==> config.mk <==
export PLATFORM = sky130hd
export DESIGN_NAME = fib_bcd_conv
export DESIGN_NICKNAME = d
export VERILOG_FILES = /design/src/rtl/fib_bcd_conv.sv
export SDC_FILE = /design/constraint.sdc
export NUM_CORES = 1
export LEC_CHECK = 0
export CORE_UTILIZATION = 57
export DETAILED_ROUTE_END_ITERATION = 6
export PLACE_DENSITY = 0.83
export REMOVE_ABC_BUFFERS = 1
export SYNTH_ARGS = -nofsm -noshare
export SYNTH_HDL_FRONTEND = slang
export SYNTH_SLANG_ARGS = --single-unit
==> constraint.sdc <==
create_clock -name clk -period 4.8 [get_ports clk]
set_clock_uncertainty 0.2 [all_clocks]
set_input_delay 0.72 -clock clk [delete_from_list [all_inputs] [get_ports clk]]
set_output_delay 0.72 -clock clk [all_outputs]
set_load 0.02 [all_outputs]
==> src/rtl/fib_bcd_conv.sv <==
// Sequential double-dabble converter: one unsigned binary sample in, packed BCD
// plus significant-digit count out, one bit per clock, valid/ready on both sides.
module fib_bcd_conv #(
   parameter int WIDTH  = 32,
   parameter int DIGITS = 10
) (
   input  logic                  clk,
   input  logic                  reset,
   input  logic [WIDTH-1:0]      bin_in,
   input  logic                  in_valid,
   output logic                  in_ready,
   output logic [4*DIGITS-1:0]   bcd_out,
   output logic [3:0]            num_digits,
   output logic                  out_valid,
   input  logic                  out_ready,
   output logic [1:0]            state_dbg
);

   localparam int CW = $clog2(WIDTH + 1);
   localparam int BW = 4 * DIGITS;

   // Handshake rule on both ports: a transfer happens on a rising edge where
   // valid and ready are both high; in_ready is high only in IDLE, out_valid
   // only in DONE, so intake and output never overlap.
   typedef enum logic [1:0] {
      IDLE  = 2'd0,
      SHIFT = 2'd1,
      DONE  = 2'd2
   } state_t;

   state_t            state_q, state_d;
   logic [WIDTH-1:0]  bin_q, bin_step;
   logic [BW-1:0]     bcd_q, bcd_adj, bcd_step;
   logic [CW-1:0]     cnt_q;
   logic [3:0]        nd_step;
   logic              last_step;

   assign state_dbg = state_q;

   always_ff @(posedge clk or negedge reset) begin
      if (!reset) state_q <= IDLE;
      else        state_q <= state_d;
   end

   always_comb begin
      state_d   = state_q;
      in_ready  = 1'b0;
      out_valid = 1'b0;
      last_step = (cnt_q == CW'(WIDTH - 1));
      case (state_q)
         IDLE: begin
            in_ready = 1'b1;
            if (in_valid) state_d = SHIFT;
         end
         SHIFT: begin
            if (last_step) state_d = DONE;
         end
         DONE: begin
            out_valid = 1'b1;
            if (out_ready) state_d = IDLE;
         end
         default: state_d = IDLE;
      endcase
   end

   // One double-dabble step: add 3 to every digit >= 5, then shift {bcd, bin} left.
   always_comb begin
      bcd_adj = bcd_q;
      for (int i = 0; i < DIGITS; i++) begin
         if (bcd_q[4*i +: 4] >= 4'd5) bcd_adj[4*i +: 4] = bcd_q[4*i +: 4] + 4'd3;
      end
      bcd_step = {bcd_adj[BW-2:0], bin_q[WIDTH-1]};
      bin_step = {bin_q[WIDTH-2:0], 1'b0};
   end

   // Significant digits of the final step's result; all-zero reports one digit.
   always_comb begin
      nd_step = 4'd1;
      for (int i = 0; i < DIGITS; i++) begin
         if (bcd_step[4*i +: 4] != 4'd0) nd_step = 4'(i + 1);
      end
   end

   always_ff @(posedge clk or negedge reset) begin
      if (!reset) begin
         bin_q      <= '0;
         bcd_q      <= '0;
         cnt_q      <= '0;
         bcd_out    <= '0;
         num_digits <= 4'd1;
      end else begin
         if (state_q == IDLE && in_valid) begin
            bin_q <= bin_in;
            bcd_q <= '0;
            cnt_q <= '0;
         end else if (state_q == SHIFT) begin
            bin_q <= bin_step;
            bcd_q <= bcd_step;
            cnt_q <= cnt_q + CW'(1);
            // Visible result only changes here, so partial values never leak out.
            if (last_step) begin
               bcd_out    <= bcd_step;
               num_digits <= nd_step;
            end
         end
      end
   end

endmodule

==> flow_metrics.env <==
export IMPL_synth_async_reset_ratio_pct=100
export IMPL_vias_per_cell=5.83
export IMPL_worstSkewPairLatency_ns=0.52
export IMPL_dieHeight_um=104
export IMPL_finalSetupViolations=0
export IMPL_cts_setup_buffers=0
export IMPL_gp_congestion=0.833
export IMPL_drv_slew=0
export IMPL_antenna_left=0
export IMPL_clock_path_buffers=2
export IMPL_worst_slew_pin_transition_ns=1.25
export IMPL_die_area_um2=10800
export IMPL_critPathMaxFanout=5
export IMPL_avgRoutedWirePerCell_um=16.1
export IMPL_outcome="complete, no violations"
export IMPL_finalPower_w=0.00450
export IMPL_pin_count=84
export IMPL_cts_resized=0
export IMPL_nets=769
export IMPL_antenna_found_initial=0
export IMPL_cts_root_buffer="clkbuf_8"
export IMPL_slew_headroom_pct=16.2
export IMPL_post_route_min_period_ns=2.72
export IMPL_port_buffers=83
export IMPL_num_rows=36
export IMPL_synthCells=637
export IMPL_overflow=0
export IMPL_synth_area_leaders="dfrtp_1, nand2_1, o21ai_0"
export IMPL_netlist_top_cell_by_area="dfrtp_1"
export IMPL_critPathArrivalTime_ns=1.80
export IMPL_start_util_pct=59.7
export IMPL_drive_gt1_share_pct=7.59
export IMPL_ys_flop_type="dfrtp_1"
export IMPL_synth_area_per_cell_um2=9.28
export IMPL_cts_tree="built"
export IMPL_fillers=684
export IMPL_hpwl_um=8820
export IMPL_required_ns=3.88
export IMPL_max_freq_mhz=367
export IMPL_area_delta_synth_final_pct=25.7
export IMPL_endpoint_kind="output pin"
export IMPL_drt_initial_drc_count=368
export IMPL_grt_pass1_wl_um=23000
export IMPL_crit_type="register to output pin"
export IMPL_p_leak_nw=3.27
export IMPL_hp_class="input pin to asynchronous set/reset pin"
export IMPL_tritoncts_num_buffers=17
export IMPL_vias=5006
export IMPL_h_tree_depth=4
export IMPL_ys_types=38
export IMPL_fin_tns_setup_ns=0
export IMPL_antenna_cells=0
export IMPL_cts_sinks=124
export IMPL_grt_max_degree=79
export IMPL_synth_seq_cells=124
export IMPL_drc=0
export IMPL_core_area_um2=9910
export IMPL_cp_start_kind="register"
export IMPL_yosysWarnings=0
export IMPL_synth_enable_flop_cells=0
export IMPL_drtPass1Iterations=5
export IMPL_grt_pass1_vias=4851
export IMPL_power_density_nw_per_um2=606
export IMPL_yosysSeqAreaShare_pct=52.5
export IMPL_synth_top_area_share_pct=52.1
export IMPL_multi_input_area_um2=2610
export IMPL_final_seq_area_um2=3100
export IMPL_clk_pin_slew_ns=0.06
export IMPL_synth_area_um2=5910
export IMPL_rsz0062_at_grt="false"
export IMPL_routed_wl_um=13800
export IMPL_hold_viol_final=0
export IMPL_ir_drop_mv=0.273
export IMPL_cts_hold_buf=0
export IMPL_post_route_period_util_pct=56.7
export IMPL_drv_cap=0
export IMPL_grt_usage_pct=26.6
export IMPL_die_x_um=104
[worst max-delay path, stage by stage, from the launching register on]
cell	delay (ns)
dfrtp_1	0.43
nor2_1	0.22
clkdlybuf4s50_1	0.64
[cells in the final DEF (no fill, tap or decap), types with 12 or more instances in the layout]
master / count
a21oi_1: 48
a22oi_1: 32
clkbuf_16: 16
clkdlybuf4s50_1: 82
dfrtp_1: 123
ha_1: 21
inv_1: 22
nand2_1: 111
nand2b_1: 12
nand3_1: 42
nor2_1: 28
nor3b_1: 17
o21ai_0: 79
[power by group]
group	internal [W]	total [W]	switching, W	leakage (nW)
Clock	0.000800	0.00126	0.000459	0.280
Combinational	0.000656	0.00159	0.000935	1.47
Sequential	0.00136	0.00165	0.000292	1.52
[flip-flops by register name, summed over array words and instances (netlist names)]
register	flops
bcd_q	40
cnt_q	6
bcd_out	40
bin_q	32
state_dbg	2
num_digits	4
[cells by family (layout without fill, tap and decap cells)]
kind of cell / count (synthesis) / count (layout) / share of synthesized area (%)
AND/OR/NAND/NOR: 242 / 242 / 19.4
AO/OA/AOI/OAI: 172 / 172 / 16.4
flip-flops: 124 / 124 / 52.5
buffers and inverters: 57 / 145 / 3.64
adder cells (fa/ha/maj): 21 / 21 / 4.44
multiplexers: 11 / 11 / 2.05
XOR/XNOR: 10 / 10 / 1.48
[worst paths after layout]
kind                                          startpoint                         to  slack (ns)  cells after the start
worst min-delay path                               reset    bcd_out[23]$_DFFE_PN0P_        0.01                      1
worst max-delay path            state_dbg[0]$_DFFE_PN0P_                   in_ready        2.08                      2
worst max register to register  state_dbg[0]$_DFFE_PN0P_  num_digits[0]$_DFFE_PN1P_        2.26                      6
min in group clk                 bcd_out[37]$_DFFE_PN0P_    bcd_out[37]$_DFFE_PN0P_        0.28                      2
worst min register to register   bcd_out[37]$_DFFE_PN0P_    bcd_out[37]$_DFFE_PN0P_        0.28                      2
max in group asynchronous                          reset      bin_q[16]$_DFFE_PN0P_        3.37                      2
[metal layers]
metal	track usage [%]	vias up	wire length (um)
met2	44.0	200	6820
li1	-	2371	-
met3	5.92	21	920
met4	10.1	0	208
met1	34.3	2414	5850
met5	0	-	0
[per-stage QoR]
stage	utilization (%)	instance area, um2	setup WS (ns)	instances	hold slack (ns)
6_report	75.0	7430	2.08	858	0.0126
5_1_grt	75.0	7430	2.01	858	0.0659
4_1_cts	75.0	7430	2.06	858	0.0378
3_5_place_dp	69.1	6850	1.84	826	0.264
3_3_place_gp	69.1	6850	1.95	826	0.260
2_1_floorplan	-	5780	0.816	602	0.224
[cell type report]
type / instances / area share [%]
flip-flops and latches: 124 / 41.8
multi-input cells: 456 / 35.1
repair buffers: 91 / 12.0
clock buffers: 20 / 5.86
well taps: 133 / 2.24
clock inverters: 12 / 1.97
inverters: 22 / 1.11
[synthesized netlist by cell type, types with 2 or more instances]
| library cell | instances |
|---|---|
| nor3b_1 | 17 |
| o211ai_1 | 2 |
| nand3_1 | 42 |
| xnor2_1 | 10 |
| mux2_2 | 9 |
| inv_1 | 22 |
| nand2b_1 | 13 |
| a31oi_1 | 2 |
| ha_1 | 21 |
| o21ai_0 | 79 |
| mux2i_1 | 2 |
| a21oi_1 | 48 |
| buf_1 | 2 |
| nor2b_1 | 2 |
| nand4_1 | 5 |
| nor3_1 | 11 |
| nor2_1 | 29 |
| and3_1 | 4 |
| dfrtp_1 | 123 |
| or3b_2 | 2 |
| a21o_1 | 3 |
| clkbuf_1 | 32 |
| nand2_1 | 111 |
| a22oi_1 | 32 |
No activity file was read; power rests on OpenSTA's default activity.
